==> src/rtl/seg_time_disp.sv <==
// rtl/seg_time_disp.sv - 6-digit multiplexed 7-segment HH.MM.SS display driver
// Snapshots time once per frame; active-low common-anode outputs with ghost blanking.
module seg_time_disp #(
  parameter int unsigned SCAN_TICKS  = 50,
  parameter int unsigned BLANK_TICKS = 2,
  parameter int unsigned LZ_BLANK    = 1,
  parameter int unsigned DP_BLINK    = 1
) (
  input  logic       clk,
  input  logic       rstn,
  input  logic [4:0] hour,
  input  logic [5:0] min,
  input  logic [5:0] sec,
  input  logic       scan_tick,
  output logic [5:0] sel,
  output logic [7:0] seg
);

  localparam logic [7:0] LAST_TICK = 8'(SCAN_TICKS - 1);
  localparam logic [7:0] BLANK_LIM = 8'(BLANK_TICKS);

  logic [2:0] idx_q, idx_d;
  logic [7:0] tick_cnt_q, tick_cnt_d;
  logic [4:0] snap_h_q, snap_h_d;
  logic [5:0] snap_m_q, snap_m_d;
  logic [5:0] snap_s_q, snap_s_d;
  logic       err_q, err_d;
  logic [5:0] sel_q, sel_d;
  logic [7:0] seg_q, seg_d;

  logic [3:0] digit;
  logic [3:0] hour_tens;
  logic [7:0] glyph_val;

  function automatic logic [7:0] glyph(input logic [3:0] d);
    case (d)
      4'd0:    glyph = 8'hC0;
      4'd1:    glyph = 8'hF9;
      4'd2:    glyph = 8'hA4;
      4'd3:    glyph = 8'hB0;
      4'd4:    glyph = 8'h99;
      4'd5:    glyph = 8'h92;
      4'd6:    glyph = 8'h82;
      4'd7:    glyph = 8'hF8;
      4'd8:    glyph = 8'h80;
      4'd9:    glyph = 8'h90;
      default: glyph = 8'hFF;
    endcase
  endfunction

  // Scan timing; the snapshot is taken only on the 5->0 wrap so a frame never tears.
  always_comb begin
    idx_d      = idx_q;
    tick_cnt_d = tick_cnt_q;
    snap_h_d   = snap_h_q;
    snap_m_d   = snap_m_q;
    snap_s_d   = snap_s_q;
    err_d      = err_q;
    if (scan_tick) begin
      if (tick_cnt_q == LAST_TICK) begin
        tick_cnt_d = 8'd0;
        if (idx_q == 3'd5) begin
          idx_d    = 3'd0;
          snap_h_d = hour;
          snap_m_d = min;
          snap_s_d = sec;
          err_d    = (hour > 5'd23) | (min > 6'd59) | (sec > 6'd59);
        end else begin
          idx_d = idx_q + 3'd1;
        end
      end else begin
        tick_cnt_d = tick_cnt_q + 8'd1;
      end
    end
  end

  assign hour_tens = 4'(snap_h_q / 5'd10);

  always_comb begin
    case (idx_q)
      3'd0:    digit = 4'(snap_s_q % 6'd10);
      3'd1:    digit = 4'(snap_s_q / 6'd10);
      3'd2:    digit = 4'(snap_m_q % 6'd10);
      3'd3:    digit = 4'(snap_m_q / 6'd10);
      3'd4:    digit = 4'(snap_h_q % 5'd10);
      3'd5:    digit = hour_tens;
      default: digit = 4'd0;
    endcase
  end

  always_comb begin
    glyph_val = glyph(digit);
    if (err_q) begin
      glyph_val = 8'hBF;
    end else if ((idx_q == 3'd5) && (LZ_BLANK != 0) && (hour_tens == 4'd0)) begin
      glyph_val = 8'hFF;
    end else if (((idx_q == 3'd2) || (idx_q == 3'd4)) &&
                 ((DP_BLINK == 0) || !snap_s_q[0])) begin
      glyph_val[7] = 1'b0;
    end
  end

  always_comb begin
    sel_d = 6'h3F;
    seg_d = 8'hFF;
    if (tick_cnt_q >= BLANK_LIM) begin
      sel_d = ~(6'b1 << idx_q);
      seg_d = glyph_val;
    end
  end

  always_ff @(posedge clk or negedge rstn) begin
    if (!rstn) begin
      idx_q      <= 3'd0;
      tick_cnt_q <= 8'd0;
      snap_h_q   <= 5'd0;
      snap_m_q   <= 6'd0;
      snap_s_q   <= 6'd0;
      err_q      <= 1'b0;
      sel_q      <= 6'h3F;
      seg_q      <= 8'hFF;
    end else begin
      idx_q      <= idx_d;
      tick_cnt_q <= tick_cnt_d;
      snap_h_q   <= snap_h_d;
      snap_m_q   <= snap_m_d;
      snap_s_q   <= snap_s_d;
      err_q      <= err_d;
      sel_q      <= sel_d;
      seg_q      <= seg_d;
    end
  end

  assign sel = sel_q;
  assign seg = seg_q;

endmodule
==> config.mk <==
export PLATFORM = sky130hd
export DESIGN_NAME = seg_time_disp
export DESIGN_NICKNAME = d
export VERILOG_FILES = /design/src/rtl/seg_time_disp.sv
export SDC_FILE = /design/constraint.sdc
export NUM_CORES = 1
export LEC_CHECK = 0
export CORE_MARGIN = 2
export CORE_UTILIZATION = 40
export DETAILED_ROUTE_END_ITERATION = 12
export GPL_TIMING_DRIVEN = 0
export PLACE_DENSITY = 0.68
export SLEW_MARGIN = 30
export SYNTH_ARGS = -nofsm -noshare
export SYNTH_HDL_FRONTEND = slang
export SYNTH_SLANG_ARGS = --single-unit
==> constraint.sdc <==
create_clock -name clk -period 4.15 [get_ports clk]
set_input_delay 0.415 -clock clk [delete_from_list [all_inputs] [get_ports clk]]
set_output_delay 0.415 -clock clk [all_outputs]
set_load 0.01 [all_outputs]
# After elaboration in Yosys (flattened, before gate mapping)
# Memories as Yosys holds them, arrays and structs flattened.
# Cells that the tools add are included.
[totals] regBits=43 mem_bits_ro=112 inputBits=20 output_inout_bits=14 wordCells=48 mem_count=1
[op_classes] n_addsub=2 n_div=6 magnitude_cmp=4 n_eq_ne=6 shift=1 mux=9 bitwise_logic=3 reduce_logical=8
[mem_list] memory="(no name shown)" words=16 width=7 read_ports=1 rd_ports_with_merged_regs=0 write_ports=0 line_no="36" text="case (d)"
[op_table] operator="$mux W8" count=3
[op_table] operator="$pmux W4 S6" count=1
[op_table] operator="$div A6 B4 Y6 const B" count=2
[op_table] operator="$gt A6 B6 Y1 const B" count=2
[op_table] operator="$mod A6 B4 Y6 const B" count=2
[op_table] operator="$add A8 B1 Y8 const B" count=1
[op_table] operator="$eq A8 B6 Y1 const B" count=1
[op_table] operator="$ge A8 B2 Y1 const B" count=1
[op_table] operator="$mux W7" count=1
[op_table] operator="$eq A3 B2 Y1 const B" count=2
[op_table] operator="$eq A3 B3 Y1 const B" count=2
[op_table] operator="$mux W6" count=1
[op_table] operator="$not A6 Y6" count=1
[op_table] operator="$shl A1 B3 Y6 const A" count=1
[op_table] operator="$div A5 B4 Y5 const B" count=1
[op_table] operator="$gt A5 B5 Y1 const B" count=1
[op_table] operator="$mod A5 B4 Y5 const B" count=1
[op_table] operator="$logic_not A4 Y1" count=1
[op_table] operator="$add A3 B1 Y3 const B" count=1
[op_table] operator="$eq A3 B1 Y1 const B" count=1
[op_table] operator="$logic_not A3 Y1" count=1
[op_table] operator="$mux W3" count=1
[op_table] operator="$reduce_and A3 Y1" count=1
[op_table] operator="$logic_and A1 B1 Y1" count=2
[op_table] operator="other kinds (5)" count=7

# Longest topological paths before layout
# Gate-level depths: netlist of run 1.
[logic_depth] word_depth=7 ltp_mapped=18 depth_no_buf=16

# Worst setup path after synthesis of run 1
# Ideal clock, no wire load.
[synth_timing] path_type="flip-flop to flip-flop" from="register idx_q[0]" to="register seg_q[4] (netlist: seg[4])" setup_time_ns=0.081 arrival_time_ns=3.343 setup_slack_ns=0.726 path_stages_with_launch=18 cell_sequence="dfrtp_1 > buf_6 > a21o_4 > o21a_4 > nor2_4 > inv_2 > buf_6 > ha_1 > or3_1 > o21ai_0 > a221oi_1 > a31o_2 > ha_1 > nor2_1 > o21ai_2 > nand2_2 > mux2_2 > a32oi_1"
[synth_between] elab_chain_cells=6 word_cells_on_any_way=12 classes_between="5 x eq/ne; 4 x mux; 2 x reduce/logical; 1 x memory"
[synth_rtl] item="start, declared" line_no="22" text="logic [2:0] idx_q, idx_d;"
[synth_rtl] item="start signal, assigned" line_no="123" text="idx_q <= idx_d;"
[synth_rtl] item="$eq A3 B3 Y1, or another cell as far along" line_no="80, 95"
[synth_rtl] item="$pmux W4 S6" line_no="80" text="case (idx_q)"
[synth_rtl] item="$mem_v2 Z16 W7"
[synth_rtl] item="$mux W7 (*)" line_no="95" text="end else if ((idx_q == 3'd5) && (LZ_BLANK != 0) && (hour_tens == 4'd0)) begin"
[synth_rtl] item="$mux W8 (*)" line_no="93" text="if (err_q) begin"
[synth_rtl] item="$mux W8 (*)" line_no="106" text="if (tick_cnt_q >= BLANK_LIM) begin"
[synth_rtl] item="net seg_d[4]" line_no="29" text="logic [7:0] seg_q, seg_d;"
[synth_rtl] item="end signal, assigned" line_no="130" text="seg_q <= seg_d;"
[synth_rtl] item="end, declared" line_no="29"
# The timed path passes the listed nets; every way through them passes the cells marked *.
# A chain may end at the register's enable or synchronous reset.

# Worst setup path in the final report of run 1
[layout_timing] from="register idx_q[0]" to="register seg_q[6] (netlist: seg[6])"
# Same word-level chain as after synthesis.

==> results, run 1 <==
- In this run the static leakage power is ~1.5 nW.
- The critical path startpoint category is a register.
- Once detail routing completed, the nets flagged for antenna violations numbered 0.
- Summed over all layers, the routed wires come to approximately 6600 µm.
- Of the total power, the share spent switching nets is 0.396.
- Of the available clock period, the critical path in the final layout requires 0.958.
- The category of the most critical setup path is reg2reg.
- For this design, the slowest cell found on the critical path is nor4_1.
- The register clock-pin slew on the reported worst setup and hold paths is 90 ps.
- The kind of cell with the highest combined delay on the critical path is compound AO/OA/AOI/OAI gates.
- For this run, global-route usage on met1 was measured as 0.235.
- The endpoint kind of the worst setup timing path is a register.
- The die width is approximately 90 µm.
- Counting flops with a built-in enable in the synthesized netlist gives 0.
- The clock period minus worst slack is 3980 ps.
- The number of endpoints with negative hold slack in the final report is 0.
- The most used flip-flop cell after synthesis is dfrtp_1.
- By count the netlist is led by dfrtp_1 (29), nand2_1 (25), mux2_2 (22).
- The number of ports placed on the die boundary is 34.
- In the routed design, unresolved DRC markers number 0.
- The initial antenna violation count was 0.
- The largest area contributor in the synthesized netlist is dfrtp_1.
- The relative slew slack is 0.639.
- The final layout net count is 378.
- The pin count of the biggest net entering global routing is 27.
- The initial core utilization is 0.411.
- The number of nets in the synthesized netlist is 338.
- Setup violations remaining at the end of the flow were counted as 0.
- The number of fillers in the final layout is 707.
- For this design, the sink count on the clock tree is between 40 and 50.
- Of the post-synthesis cell area, the dominant cell type holds 0.245.
- The signal arrival time at the worst endpoint is 4130 ps.
- dfrtp_1 is the most common cell in the netlist.
- The placer's final routability congestion estimate is 0.861.
- The later pin in the worst-skew pair is clocked with a latency of roughly 290 ps.
- The final worst clock skew is approximately 11 ps.
- In this run the clock root is driven by a clkbuf_8.
- The violation count after the first detailed-route iteration is 143.
- The fmax is approximately 250 MHz.
- The internal power summed over all cells is roughly 1.1 mW.
- The number of buffers on the longest clock path is 2.
- Hold timing on the final database bottoms out at a slack of 41.0 ps.
- The combinational share of power is 0.495.
- After synthesis, the mean cell area works out to between 9 and 10 µm².
- The overall die height is 90.1 µm.
- The global-route usage over all layers is 0.169.
- The peak supply drop is roughly 0.00020 V.
- Synthesis inferred 43 register bits.
- The share of flip-flops with an asynchronous set or reset after synthesis is 1.00.
- The sequential-to-total area share from yosys stat is 0.369.
- The met3 usage is 0.0260.
- The sequential share of power is 0.358.
- The synthesis-to-finish area growth is 18.5%.
- The routing usage on met2 is 0.281.
- The number of input and output port buffers inserted is 32.
- The number of buffers and inverters on the critical path is 4.
- The highest cell delay on the worst timing path is around 440 ps.
- The first global-routing pass estimated between 10000 and 15000 µm of wire.
- The flow ran to the end, and the final reports show no timing, DRC or antenna violations.
- The number of global-route vias before repair came to about 2400.
- The TritonCTS clock tree is built.
- The number of maximum-capacitance constraint violations is 0.
- For the pin with the worst max-slew slack, the measured transition is 542 ps.
- The floorplan step defined a die boundary enclosing 0.00812 mm².
- The ratio of routed vias to standard cells is 5.60.
- In this run the most used layer during global routing was met2.
- The required time at the worst-slack endpoint is between 4000 and 5000 ps.
- The detailed-placement wirelength estimate is 5170 µm.
- The core region is 0.00721 mm².
- The number of slew-limit violations in the final report is 0.
- For the final routed database, the setup TNS stands at 0 ps.
- Yosys printed 0 warnings.
- Setup repair after global routing left no endpoint under its margin.
- In this run the power spent charging and discharging nets is around 700 µW.
- The number of diodes added for antenna fixing is 0.
- Sorting the synthesized cells by area gives the leading types as dfrtp_1 (24%), dfstp_2 (12%), mux2_2 (8.4%).
- The number of CTS-inserted buffers is 5.
- Of the cells placed in the final design, the portion with a size suffix greater than 1 is 0.225.
- The total number of H-tree levels is 2.
- The synthesized cell area is 0.00297 mm².
- The total iterations of the first detailed-routing run is 4.
- Power spread over the standard cell area amounts to 513 mW/mm².
- The number of core rows is 31.
- The critical path goes through buf_6 > a21o_4 > o21a_4 > nor2_4 > inv_2 > buf_6 > ha_1 > or3_1 > o21ai_0 > a221oi_1 > a31o_2 > ha_1 > inv_1 > o21ai_1 > o21bai_1 > a21oi_2 > nor4b_1 > nor4_1.
- Buffers added to address setup during post-CTS repair amount to 0.
- The via count is 2499.
- The count of distinct cell types in the synthesized netlist is 67.
- Of the total power, the clock network draws 0.147.
- In this run the worst path has a maximum fanout of 10.
- The number of cells produced by synthesis is 306.
- The aggregate global routing overflow is 0.
- The tightest min-delay check is of the in2async type.
- In the final routed layout, each cell accounts on average for 14.9 µm.
-- layout make-up --
type | instances | area [µm²] | area share
multi-input combinational | 239 | 1730 | 0.493
sequential | 43 | 1090 | 0.311
timing repair buffer | 33 | 335 | 0.0954
buffer | 12 | 95.1 | 0.0271
clock buffer | 5 | 68.8 | 0.0196
tap | 99 | 124 | 0.0352
clock inverter | 3 | 17.5 | 0.00498
inverter | 12 | 46.3 | 0.0132
-- through the flow --
stage	power (mW)	instances	worst slack (ps)	utilization	instance area (µm²)
2_1_floorplan	1.27	306	726	-	2970
3_3_place_gp	1.52	437	265	0.473	3410
3_5_place_dp	1.54	438	228	0.475	3420
4_1_cts	1.81	446	198	0.487	3510
5_1_grt	1.95	446	20.3	0.487	3510
6_report	1.80	446	173	0.487	3510
-- worst reg2reg max path: cells and delay by family, from the launching register on --
kind / cells / cell delay, ps
AO/OA/AOI/OAI: 8 / 1450
adder cells (fa/ha/maj): 2 / 420
buffers and inverters: 4 / 410
flip-flops: 1 / 390
AND/OR/NAND/NOR: 4 / 1170
-- flip-flops by register name, indices dropped and copies added, names as in the netlist --
name / flops
seg: 8
tick_cnt_q: 8
sel: 6
snap_m_q: 6
snap_s_q: 6
snap_h_q: 5
idx_q: 3
err_q: 1
-- worst paths after layout --
kind	from	endpoint	slack [ps]	depth (start not counted)
min in group clk	tick_cnt_q[7]	tick_cnt_q[7]	500	1
setup / recovery	idx_q[0]	seg[6]	170	18
hold reg to reg	tick_cnt_q[7]	tick_cnt_q[7]	500	1
max in group asynchronous	rstn	seg[7]	3560	2
setup reg to reg	idx_q[0]	seg[6]	170	18
hold / removal	rstn	tick_cnt_q[2]	40	1
-- placed cells by master (no fill, tap or decap), types with 3 or more instances in the layout --
master	instances
o21ai_0	14
o211ai_1	3
inv_1	10
mux2_2	22
nor4_1	4
clkbuf_1	4
a211oi_1	5
clkdlybuf4s50_1	31
buf_6	6
o21ai_1	3
dfrtp_1	29
ha_1	12
a31oi_1	4
xnor2_1	3
nor3b_1	4
o21bai_1	4
nand3b_1	6
and2_1	7
a21oi_1	17
and3_1	3
nor3_1	9
o21ai_2	3
nor2b_1	3
a21oi_2	4
nand2_1	25
o22ai_1	6
nand3_1	4
nand4_1	4
a21o_1	5
mux2i_1	5
clkbuf_8	5
dfstp_2	14
o21a_1	4
nor2_1	16
-- cell families after synthesis --
kind of cell,after synthesis,synth area share
buffers and inverters,24,0.0477
xor gates and xnor gates,5,0.0148
and+or+nand+nor,97,0.176
muxes,27,0.100
AOI/OAI and AO/OA,98,0.241
DFF,43,0.369
adders and majority gates,12,0.0506
-- layer usage --
layer  share of wire  wire (µm)
met1            0.48       3200
met2            0.48       3170
met3           0.035        235
met4          0.0056         37
met5               0          0
-- power groups by stage --
stage                     clock [mW]  combinational [mW]  sequential [mW]
after floorplan                    0               0.610            0.658
after global placement             0               0.869            0.649
after detailed placement           0               0.889            0.653
after CTS                      0.274               0.893            0.645
after global routing           0.295               0.992            0.661
final                          0.265               0.893            0.644
-- timing repair --
| action | 4_1_cts | 5_1_grt |
|---|---|---|
| hold buffers | 0 | 0 |
| setup endpoints to repair | 0 | 2 |
| resized for setup | 0 | 1 |
(Power assumes the default switching activity.)
==> run 2: changes to the inputs <==
==> constraint.sdc (replaced) <==
create_clock -name clk -period 4.15 [get_ports clk]
set_input_delay 0.83 -clock clk [delete_from_list [all_inputs] [get_ports clk]]
set_output_delay 0.83 -clock clk [all_outputs]
set_load 0.01 [all_outputs]
==> results of run 2 <==
The final DEF is identical to that of run 1. Status: complete, no violations.
Among the figures that moved: hold slack 41.0 ps -> 456 ps
==> run 3: changes to the inputs <==
GPL_TIMING_DRIVEN = unset   (was 0)
==> results, run 3 (synthesis results as in run 1) <==
- The run finished with clean final reports.
- The slowest stage of the critical path is the dfrtp_2 cell.
- The initial antenna violation count was 0 (unchanged).
- The average routed wire per standard cell is 15.1 µm (+1.2%).
- The initial core utilization was 0.411 (unchanged).
- The library cells used most frequently in the layout, excluding fill and tap cells, are clkdlybuf4s50_1 (32), dfrtp_1 (27), nand2_1 (25), mux2_2 (22), a21oi_1 (18).
- The setup TNS after final layout is 0 ps (unchanged).
- The number of core rows is 31 (unchanged).
- The number of slew-limit violations in the final report is 0 (unchanged).
- The worst setup path is launched from a register.
- The die area is 0.00812 mm² (unchanged).
- The clock latency at the later pin of the worst-skew pair is 310 ps (+20 ps).
- The fmax is 257 MHz (+2.1%).
- The category of the most critical setup path is reg2reg.
- The sequential standard cell area is 0.00110 mm² (+0.23%).
- The detailed-placement wirelength estimate came to 5030 µm (-2.6%).
- The total clock sinks is 43 (unchanged).
- The violation count after the first detailed-route iteration is 136 (-4.9%).
- The biggest fanout along the worst timing path was 15 (+5).
- The number of CTS-inserted buffers was 5 (unchanged).
- The buffer and inverter count on the worst path was 4 (unchanged).
- The count of antenna-violating nets left after detailed routing is 0 (unchanged).
- The number of buffers on the longest clock path came to 2 (unchanged).
- The worst reg-to-reg path cell count is 17 (-1).
- The worst hold path begins at tick_cnt_q[7].
- The overall die height is 90.1 µm (unchanged).
- The global-route usage over all layers is 0.169 (-0.000508).
- The synthesis-to-finish area growth is 18.2%.
- The number of endpoints with negative hold slack in the final report is 0 (unchanged).
- The peak supply drop is 0.000245 V (+20%).
- The required time at the worst-slack endpoint came to 4360 ps (+60 ps).
- The total wirelength of the detailed-routed design was 6690 µm (+0.77%).
- The register clock-pin slew on the reported worst setup and hold paths came to 90 ps (about the same).
- The final cell count without fillers is 444 (-0.45%).
- The power consumption is 1.82 mW (+1.2%).
- The most common cell after layout, fill and taps aside is clkdlybuf4s50_1.
- The cell count along the critical path is 17 (-1).
- The DRC violation count after routing is 0 (unchanged).
- The worst-case setup margin in the final layout came to 254 ps (+81.0 ps).
- The final layout net count is 376 (-0.53%).
- The worst register-to-register path ends at seg[5].
- The TritonCTS clock tree is built.
- The highest cell delay on the worst timing path is 500 ps (+60 ps).
- The slack of the worst reg-to-reg path is 250 ps (+80 ps).
- The placer's final routability congestion estimate came to 0.915 (+6.3%).
- The number of fillers in the final layout is 720 (+1.8%).
- The signal arrival time at the worst endpoint is 4110 ps (-20 ps).
- The worst hold path belongs to the class reg2reg.
- The total iterations of the first detailed-routing run was 4 (unchanged).
- The worst slack after detailed placement is 189 ps (-39.4 ps).
- The number of diodes added for antenna fixing was 0 (unchanged).
- The clock period minus worst slack is 3900 ps (-81.0 ps).
- The relative slew slack is 0.519 (-0.120).
- The clock tree root driver cell is clkbuf_8.
- The transition time of the tightest slew-check pin is 719 ps (+178 ps).
- The cell count after placement is 432 (-1.4%).
- The aggregate global routing overflow came to 0 (unchanged).
- The start point of the critical path is idx_q[2].
- The ratio of routed vias to standard cells was 5.66 (+1.0%).
- The areal power density over the cells is 521 mW/mm² (+1.5%).
- The timing endpoint of the critical path is seg[5].
- The total number of H-tree levels came to 2 (unchanged).
- The number of input and output port buffers inserted is 33 (+3.1%).
- STA classifies the critical path endpoint as a register.
- The area occupied by multi-input gates is 0.00174 mm² (+0.51%).
- The leakage power total was 1.46 nW (-1.1%).
- In this design, the largest share of critical-path delay is due to compound AO/OA/AOI/OAI gates.
- The die width was 90.1 µm (unchanged).
- The number of maximum-capacitance constraint violations is 0 (unchanged).
- Traced cell by cell, the critical path runs through a21o_4 > o21a_4 > nor2_4 > inv_2 > ha_2 > o21ai_0 > o32ai_2 > buf_4 > a21oi_1 > a311oi_2 > buf_4 > o21ai_4 > inv_1 > ha_1 > nor2b_1 > a221oi_1 > o21ai_0.
- The number of global-route vias before repair came to 2390 (-1.0%).
- The core footprint was 0.00721 mm² (unchanged).
- The setup violation total in the final timing report is 0 (unchanged).
- The pin count of the biggest net entering global routing is 44 (+63%).
- The final critical-path share of the clock period is 0.939 (-0.0195).
- The hold-fix buffer count after cts is 0 (unchanged).
- The share of layout cells above drive strength 1 is 0.238 (+0.0129).
- The via count was 2513 (+0.56%).
- The startpoint identified for the worst register-to-register timing path is idx_q[2].
- The final worst clock skew was 12.1 ps (+1.37 ps).
- The first-pass GRT wire length is 11400 µm (-1.6%).
- The number of ports placed on the die boundary is 34 (unchanged).
- The final hold slack is ~500 ps.
[run 3: changes by cell type in the layout (fill, tap and decap cells not counted), moves of 2 or more]
cell | previous run | this run
clkbuf_1 | 4 | 0
dfrtp_1 | 29 | 27
inv_4 | 2 | 0
buf_4 | 1 | 11
buf_2 | 2 | 0
dfrtp_2 | 0 | 2
buf_6 | 6 | 0
clkinvlp_4 | 0 | 2
[run 3: layer usage]
| metal | GRT usage | vias up | routed length (µm) |
|---|---|---|---|
| met2 | 0.262 | 62 | 3020 |
| li1 | - | 1221 | - |
| met3 | 0.0344 | 17 | 252 |
| met5 | 0 | - | 0 |
| met1 | 0.228 | 1213 | 3260 |
| met4 | 0.0731 | 0 | 165 |
[run 3: cell type report]
cell class,instances,area share
clock inverters,3,0.00678
well taps,99,0.0353
clock buffers,5,0.0196
inverters,12,0.0132
multi-input cells,239,0.497
flip-flops and latches,43,0.313
repair buffers,43,0.115
[run 3: report_power, final]
part	switching, mW	leakage [nW]	internal (mW)
Combinational	0.469	0.889	0.415
Clock	0.156	0.0408	0.120
Sequential	0.102	0.530	0.562
[run 3: worst min path at each step]
stage,cells after the start,endpoint
after floorplan,1,tick_cnt_q[7]
after global placement,1,tick_cnt_q[7]
after detailed placement,1,tick_cnt_q[7]
after CTS,1,tick_cnt_q[7]
after global routing,1,tick_cnt_q[7]
final,1,tick_cnt_q[7]
[run 3: repair_timing]
action | in CTS | in global routing
buffers inserted | 0 | 4
resized for setup | 0 | 5
setup endpoints to repair | 0 | 7
[run 3: worst reg2reg max path, delay by kind of cell, from the launching register on]
family | cells | cell delay [ps]
compound gates | 9 | 1840
buf+inv | 4 | 620
fa+ha+maj | 2 | 600
flops | 1 | 500
simple gates | 2 | 250
[run 3: through the flow]
| step | area [µm²] | utilization |
|---|---|---|
| floorplan | 2970 | - |
| global placement | 3360 | 0.466 |
| detailed placement | 3360 | 0.466 |
| CTS | 3460 | 0.479 |
| global route | 3500 | 0.486 |
| finish | 3500 | 0.486 |
